==> src/rtl/keypad_scanner.sv <==
// keypad_scanner
//   Scans a 4x4 active-low keypad matrix one row at a time, synchronizes the
//   column lines, assembles a full 16-key snapshot every four rows and
//   debounces those snapshots before publishing them on key.
//
//   Parameters
//     SCAN_DIV        clock cycles each row is driven (>= 4)
//     DEBOUNCE_SCANS  identical consecutive full scans needed before key moves (>= 1)
//
//   Ports
//     clk          system clock
//     rst_n        synchronous active-low reset
//     col_in[3:0]  raw keypad columns, pulled up, 0 = closed key on driven row
//     row_out[3:0] keypad row drive, active-low, exactly one bit low
//     key[15:0]    debounced key state, bit row*4+col set while pressed
//     key_changed  one-cycle pulse in the cycle key shows a new value
//     scan_done    one-cycle pulse marking completion of each 4-row scan
module keypad_scanner #(
  parameter int SCAN_DIV       = 1000,
  parameter int DEBOUNCE_SCANS = 4
) (
  input  logic        clk,
  input  logic        rst_n,
  input  logic [3:0]  col_in,
  output logic [3:0]  row_out,
  output logic [15:0] key,
  output logic        key_changed,
  output logic        scan_done
);

  localparam int DIV_W = (SCAN_DIV > 1) ? $clog2(SCAN_DIV) : 1;
  localparam logic [DIV_W-1:0] DIV_LAST = DIV_W'(SCAN_DIV - 1);
  localparam int CNT_W = $clog2(DEBOUNCE_SCANS + 1);
  localparam logic [CNT_W-1:0] CNT_MAX = CNT_W'(DEBOUNCE_SCANS);

  logic [DIV_W-1:0] div;
  logic [1:0]       row;
  logic [3:0]       col_meta;
  logic [3:0]       col_sync;
  logic [11:0]      scan_vec;
  logic [15:0]      prev;
  logic [15:0]      cur;
  logic [CNT_W-1:0] cnt;
  logic [CNT_W-1:0] cnt_next;
  logic             sample;
  logic             scan_end;

  // The last divider cycle of a row is the sample point; the last sample of
  // row 3 closes a full scan. Row 3 is never stored in scan_vec because it is
  // consumed directly from col_sync when the snapshot is assembled.
  assign sample   = (div == DIV_LAST);
  assign scan_end = sample && (row == 2'd3);
  assign cur      = {~col_sync, scan_vec};
  assign row_out  = ~(4'b0001 << row);

  // Run length of identical snapshots, saturating so a held vector can
  // never fire key_changed a second time.
  always_comb begin
    cnt_next = cnt;
    if (cur != prev) begin
      cnt_next = CNT_W'(1);
    end else if (cnt != CNT_MAX) begin
      cnt_next = cnt + 1'b1;
    end
  end

  // Two-flop synchronizer for the asynchronous column lines. Reset value is
  // the idle (pulled-up) level so no phantom press is seen after reset.
  always_ff @(posedge clk) begin
    if (!rst_n) begin
      col_meta <= 4'hF;
      col_sync <= 4'hF;
    end else begin
      col_meta <= col_in;
      col_sync <= col_meta;
    end
  end

  // Row timing: div counts the cycles a row is driven, row advances on the
  // sample edge so the drive changes only after the column was captured.
  always_ff @(posedge clk) begin
    if (!rst_n) begin
      div <= '0;
      row <= 2'd0;
    end else if (sample) begin
      div <= '0;
      row <= row + 2'd1;
    end else begin
      div <= div + 1'b1;
    end
  end

  // Capture the pressed columns of rows 0..2 into the partial snapshot.
  always_ff @(posedge clk) begin
    if (!rst_n) begin
      scan_vec <= '0;
    end else if (sample) begin
      case (row)
        2'd0:    scan_vec[3:0]  <= ~col_sync;
        2'd1:    scan_vec[7:4]  <= ~col_sync;
        2'd2:    scan_vec[11:8] <= ~col_sync;
        default: ;
      endcase
    end
  end

  // Debounce at the end of each full scan. scan_done is registered on the
  // same edge as key/key_changed so both pulses line up in one cycle and a
  // key_changed pulse is always accompanied by scan_done.
  always_ff @(posedge clk) begin
    if (!rst_n) begin
      prev        <= '0;
      cnt         <= '0;
      key         <= '0;
      key_changed <= 1'b0;
      scan_done   <= 1'b0;
    end else begin
      key_changed <= 1'b0;
      scan_done   <= scan_end;
      if (scan_end) begin
        prev <= cur;
        cnt  <= cnt_next;
        if ((cnt_next == CNT_MAX) && (cur != key)) begin
          key         <= cur;
          key_changed <= 1'b1;
        end
      end
    end
  end

endmodule
==> config.mk <==
export PLATFORM = sky130hd
export DESIGN_NAME = keypad_scanner
export DESIGN_NICKNAME = d
export VERILOG_FILES = /design/src/rtl/keypad_scanner.sv
export SDC_FILE = /design/constraint.sdc
export NUM_CORES = 1
export LEC_CHECK = 0
export ABC_AREA = 0
export BUFFER_PORTS_ARGS = -buffer_cell sky130_fd_sc_hd__buf_4
export CAP_MARGIN = 20
export CORE_ASPECT_RATIO = 1.5
export CORE_MARGIN = 2
export CORE_UTILIZATION = 63
export CTS_CLUSTER_DIAMETER = 150
export DETAILED_ROUTE_END_ITERATION = 10
export PLACE_DENSITY = 0.93
export SYNTH_ARGS = -nofsm -noshare
export SYNTH_HDL_FRONTEND = slang
export SYNTH_SLANG_ARGS = --single-unit
export TNS_END_PERCENT = 30
==> constraint.sdc <==
create_clock -name clk -period 5.18 [get_ports clk]
set_clock_uncertainty 0.1 [all_clocks]
set_input_delay 0.777 -clock clk [delete_from_list [all_inputs] [get_ports clk]]
set_output_delay 0.777 -clock clk [all_outputs]
set_load 0.01 [all_outputs]
# --- Word level (Yosys, flattened, before mapping) ---
# Index checks and enable logic that the tools add are counted.
totals:
  ff_bits: 69
  wordCells: 39
op_classes:
  reduce_logical: 9
  shifts: 1
  mux: 3
  n_eq_ne: 8
  bitwise_logic: 3
  addsub: 3
op_table:
  columns: ["op", "n"]
  rows:
  - ["16-bit != test", 2]
  - ["10-bit by 1-bit adder with 10-bit output, second input constant", 1]
  - ["10-bit equality test, second input constant", 1]
  - ["2-bit AND reduction", 5]
  - ["4-bit inverter", 2]
  - ["3-bit two-way mux", 2]
  - ["2-bit equality test, second input constant", 2]
  - ["1-bit by 2-bit << shifter with 4-bit output, first input constant", 1]
  - ["3-bit by 1-bit adder with 3-bit output, second input constant", 1]
  - ["3-bit equality test, second input constant", 1]
  - ["3-bit != test, second input constant", 1]
  - ["2-bit by 1-bit adder with 2-bit output, second input constant", 1]
  - ["2-bit by 1-bit equality test with 1-bit output, second input constant", 1]
  - ["1-bit logical AND", 2]
  - ["2-bit zero test", 1]
  - ["2-bit OR reduction", 1]
  - ["1-bit two-way mux", 1]
  - ["1-bit inverter", 1]

# --- Longest topological paths before layout ---
logic_depth:
  word_depth: 6
  ltp_mapped: 8
  mapped_depth_nobuf: 7

# --- Worst setup path after synthesis ---
# No wires, ideal clock.
synth_timing:
  path_kind: "register to register"
  from: "register div[0]"
  to: "register key[3]"
  period_less_slack_ns: 2.148
  t_arrival_ns: 1.916
  slack_ns: 3.032
  t_required_ns: 4.948
  path_stages_with_launch: 8
  cell_sequence: "dfxtp_1 -> ha_1 -> nand4b_2 -> or4_4 -> or3_4 -> buf_6 -> o31ai_2 -> a21oi_1"
synth_between:
  elab_chain_cells: 3
synth_lines:
  columns: ["item", "line_no", "text"]
  rows:
  - ["from (decl)", "36", "logic [DIV_W-1:0] div;"]
  - ["from (signal assigned)", "89", "div <= div + 1'b1;"]
  - ["10-bit equality test", "51", "assign sample = (div == DIV_LAST);"]
  - ["1-bit logical AND", "52", "assign scan_end = sample && (row == 2'd3);"]
  - ["2-bit AND reduction (no source line)", null, null]
  - ["to (signal assigned)", "124", "key <= cur;"]
  - ["to (decl)", "26", "output logic [15:0] key,"]
# Every way passes these cells.
# A chain may end at the register's enable or synchronous reset.

# --- Worst setup path in the final report ---
layout_timing:
  from: "register col_sync[0]"
  to: "register key[13]"
layout_between:
  elab_chain_cells: 6
layout_lines:
  columns: ["item", "line_no", "text"]
  rows:
  - ["from (decl)", "39", "logic [3:0] col_sync;"]
  - ["from (signal assigned)", "75", "col_sync <= col_meta;"]
  - ["4-bit inverter *", "53", "assign cur = {~col_sync, scan_vec};"]
  - ["16-bit != test", "60", "if (cur != prev) begin"]
  - ["3-bit two-way mux", "60", null]
  - ["3-bit equality test", "123", "if ((cnt_next == CNT_MAX) && (cur != key)) begin"]
  - ["1-bit logical AND *", "123", null]
  - ["2-bit AND reduction (no source line) *", null, null]
# Mark *: on every way between the ends. The rest lies on a longest branch, timed or not.

==> summary.md <==
| Metric | Value |
|---|---|
| Fill cells | `358` |
| Seq cells post-synth | `69` |
| Max_slew headroom | `38.1%` |
| Syn avg cell area | `9.03 um^2` |
| Postcts setup bufs | `0` |
| CP arrival | `2960 ps` |
| Post-synth top cells | `dfxtp_1 (69), nand2_1 (49), a21oi_1 (39)` |
| Worst skew pair latency | `350 ps` |
| Drt total wl | `7190 um` |
| Area delta synth->final | `10.7%` |
| PortBufs | `27` |
| Post-Syn Area | `3200 um^2` |
| RSZ-0062 raised after global routing | `false` |
| PwrDens | `271 nW/um^2` |
| Largest net degree at the start of global routing | `52` |
| Lkg Pwr | `1.36 nW` |
| Worst EP required | `5340 ps` |
| Share of cells above drive strength 1 | `16.2%` |
| Clock Pin Slew Worst Setup and Hold Paths | `70 ps` |
| TritonCTS clock tree | `done` |
| GRT overflow | `0` |
| Count of hold-fix buffers inserted at cts | `0` |
| Cell taking the most area after synthesis | `dfxtp_1` |
| Post-CTS Resized | `0` |
| Sequential area share after synthesis | `43.2%` |
| Setup TNS | `0 ps` |
| Boundary pin count | `28` |
| Fmax | `0.357 GHz` |
| First-pass GRT wire length | `11900 um` |
| Maximum VDD drop | `0.264 mV` |
| GP Congestion | `0.849` |
| Vias in the first global route | `2632` |
| Number of synthesized flops with an enable pin | `0` |
| Syn. warnings | `0` |
| DIE HEIGHT | `91.2 um` |
| Hold Violations, Final | `0` |
| Status | `completed` |
| Cell area after layout | `3540 um^2` |
| WL per Instance | `16.3 um` |
| CTS Buf Count | `9` |
| Total GRT Usage | `26.8%` |
| Final period util | `54.0%` |
| Root Buffer Master | `clkbuf_8` |
| Depth of the CTS H-tree | `3` |
| Initial antenna violation count | `0` |
| Top cells by area, synth | `dfxtp_1 (43%), xor2_1 (7.4%), a21oi_1 (6.1%)` |
| Drt pass-1 iters | `5` |
| Vias | `2626` |
| Vias per inst | `5.94` |
| Primary FF master, synth | `dfxtp_1` |
| Kind of critical path | `flip-flop to flip-flop` |
| Initial Utilization | `65.9%` |
| DRT iter0 DRCs | `249` |
| Final net count | `385` |
| Core Footprint | `4850 um^2` |
| Worst Hold Class | `flip-flop to flip-flop` |
| Die Span X | `62.2 um` |
| Worst-margin pin slew | `926 ps` |
| Synth cell types | `44` |
| DRC viols | `0` |
| Final design utilization | `73.0%` |
| Std cell rows | `31` |
| Critical Path End Type | `flip-flop` |
| Slew Limit Fails | `0` |
| Proportion of netlist area held by the largest area contributor | `43.2%` |
| Post-route antenna net violation count | `0` |
| Antenna diodes | `0` |
| Post-layout min period | `2800 ps` |
| Final Power | `0.958 mW` |
| Most instantiated library cell after synthesis | `dfxtp_1` |
| CP Launch Type | `flip-flop` |
| Post-DP Area | `3380 um^2` |
| Ys async rst share | `0%` |
| Setup Viol. Count Final | `0` |
| Full die area | `5670 um^2` |
| # Max-Cap Violations | `0` |
| Clock Path Buffers | `2` |
| Mapped Nets | `367` |
| Worst Path Max Fanout | `17` |
| Area of the multi-input gates | `1670 um^2` |
| FF+latch area | `1380 um^2` |
| Final HPWL DP | `5020 um` |
| Post-Synthesis Cells | `354` |
| CTS Sinks | `69` |
-- through the flow --
stage | hold slack, ps | cells | setup slack [ps]
CTS | 316 | 442 | 2460
detailed placement | 300 | 427 | 2490
global route | 335 | 442 | 2230
finish | 312 | 442 | 2380
floorplan | 286 | 354 | 3030
global placement | 289 | 427 | 2680
-- where the power goes --
part,internal (mW),switching [mW],leakage [nW]
combinational,0.0108,0.0324,0.720
clock,0.183,0.191,0.0833
sequential,0.535,0.00533,0.558
-- path summary, 6_finish.rpt --
| check | end | slack, ps | depth (start not counted) | startpoint |
|---|---|---|---|---|
| max | key[13]$_SDFFE_PN0P_ | 2380 | 5 | col_sync[0]$_SDFF_PN1_ |
| max reg2reg | key[13]$_SDFFE_PN0P_ | 2380 | 5 | col_sync[0]$_SDFF_PN1_ |
| min | col_sync[1]$_SDFF_PN1_ | 310 | 1 | col_meta[1]$_SDFF_PN1_ |
| min reg2reg | col_sync[1]$_SDFF_PN1_ | 310 | 1 | col_meta[1]$_SDFF_PN1_ |
-- cells by family (layout without fill, tap and decap cells) --
group / Yosys count / after routing / synth area share, %
AOI/OAI and AO/OA: 68 / 68 / 14.2
xor gates and xnor gates: 41 / 41 / 11.2
adders and majority gates: 7 / 7 / 2.74
buffers and inverters: 31 / 53 / 4.62
DFF: 69 / 69 / 43.2
and+or+nand+nor: 138 / 138 / 24.0
-- sequential cells by signal, indices dropped and copies added, names as in the netlist --
register / flops
key: 16
prev: 16
scan_vec: 12
div: 10
col_meta: 4
col_sync: 4
cnt: 3
row: 2
key_changed: 1
scan_done: 1
-- final cells by class --
class                      instances  area share [%]
tap                               66            2.33
inverter                          10            1.06
multi-input combinational        254            47.1
timing repair buffer              28            5.94
clock inverter                     2           0.283
sequential                        69            39.0
clock buffer                      13            4.21
-- routing by layer --
| layer | vias up | GRT usage (%) | part of all wire (%) |
|---|---|---|---|
| met5 | - | 0 | 0 |
| met4 | 0 | 18.0 | 3.5 |
| met3 | 22 | 4.96 | 4.7 |
| met2 | 89 | 47.1 | 55 |
| met1 | 1249 | 29.1 | 37 |
| li1 | 1266 | - | - |
-- worst max-delay path, cell delays in order, from the launching register on --
cell and delay, ps:
dfxtp_1 520, xnor2_1 120, nor4_1 480, nand4_1 720, and3_1 500, a211oi_1 270
-- cell usage in the layout, fill, tap and decap left out, types with 7 or more instances in the layout --
cell type	instances
a211oi_1	8
a21oi_1	39
buf_4	28
clkbuf_8	10
dfxtp_1	69
ha_1	7
inv_1	8
nand2_1	49
nand2b_1	8
nand4_1	14
nor2_1	16
nor4_1	8
o31ai_2	9
or2_0	11
xnor2_1	14
xor2_1	27
Note: power is estimated with default switching activity, not from simulation.
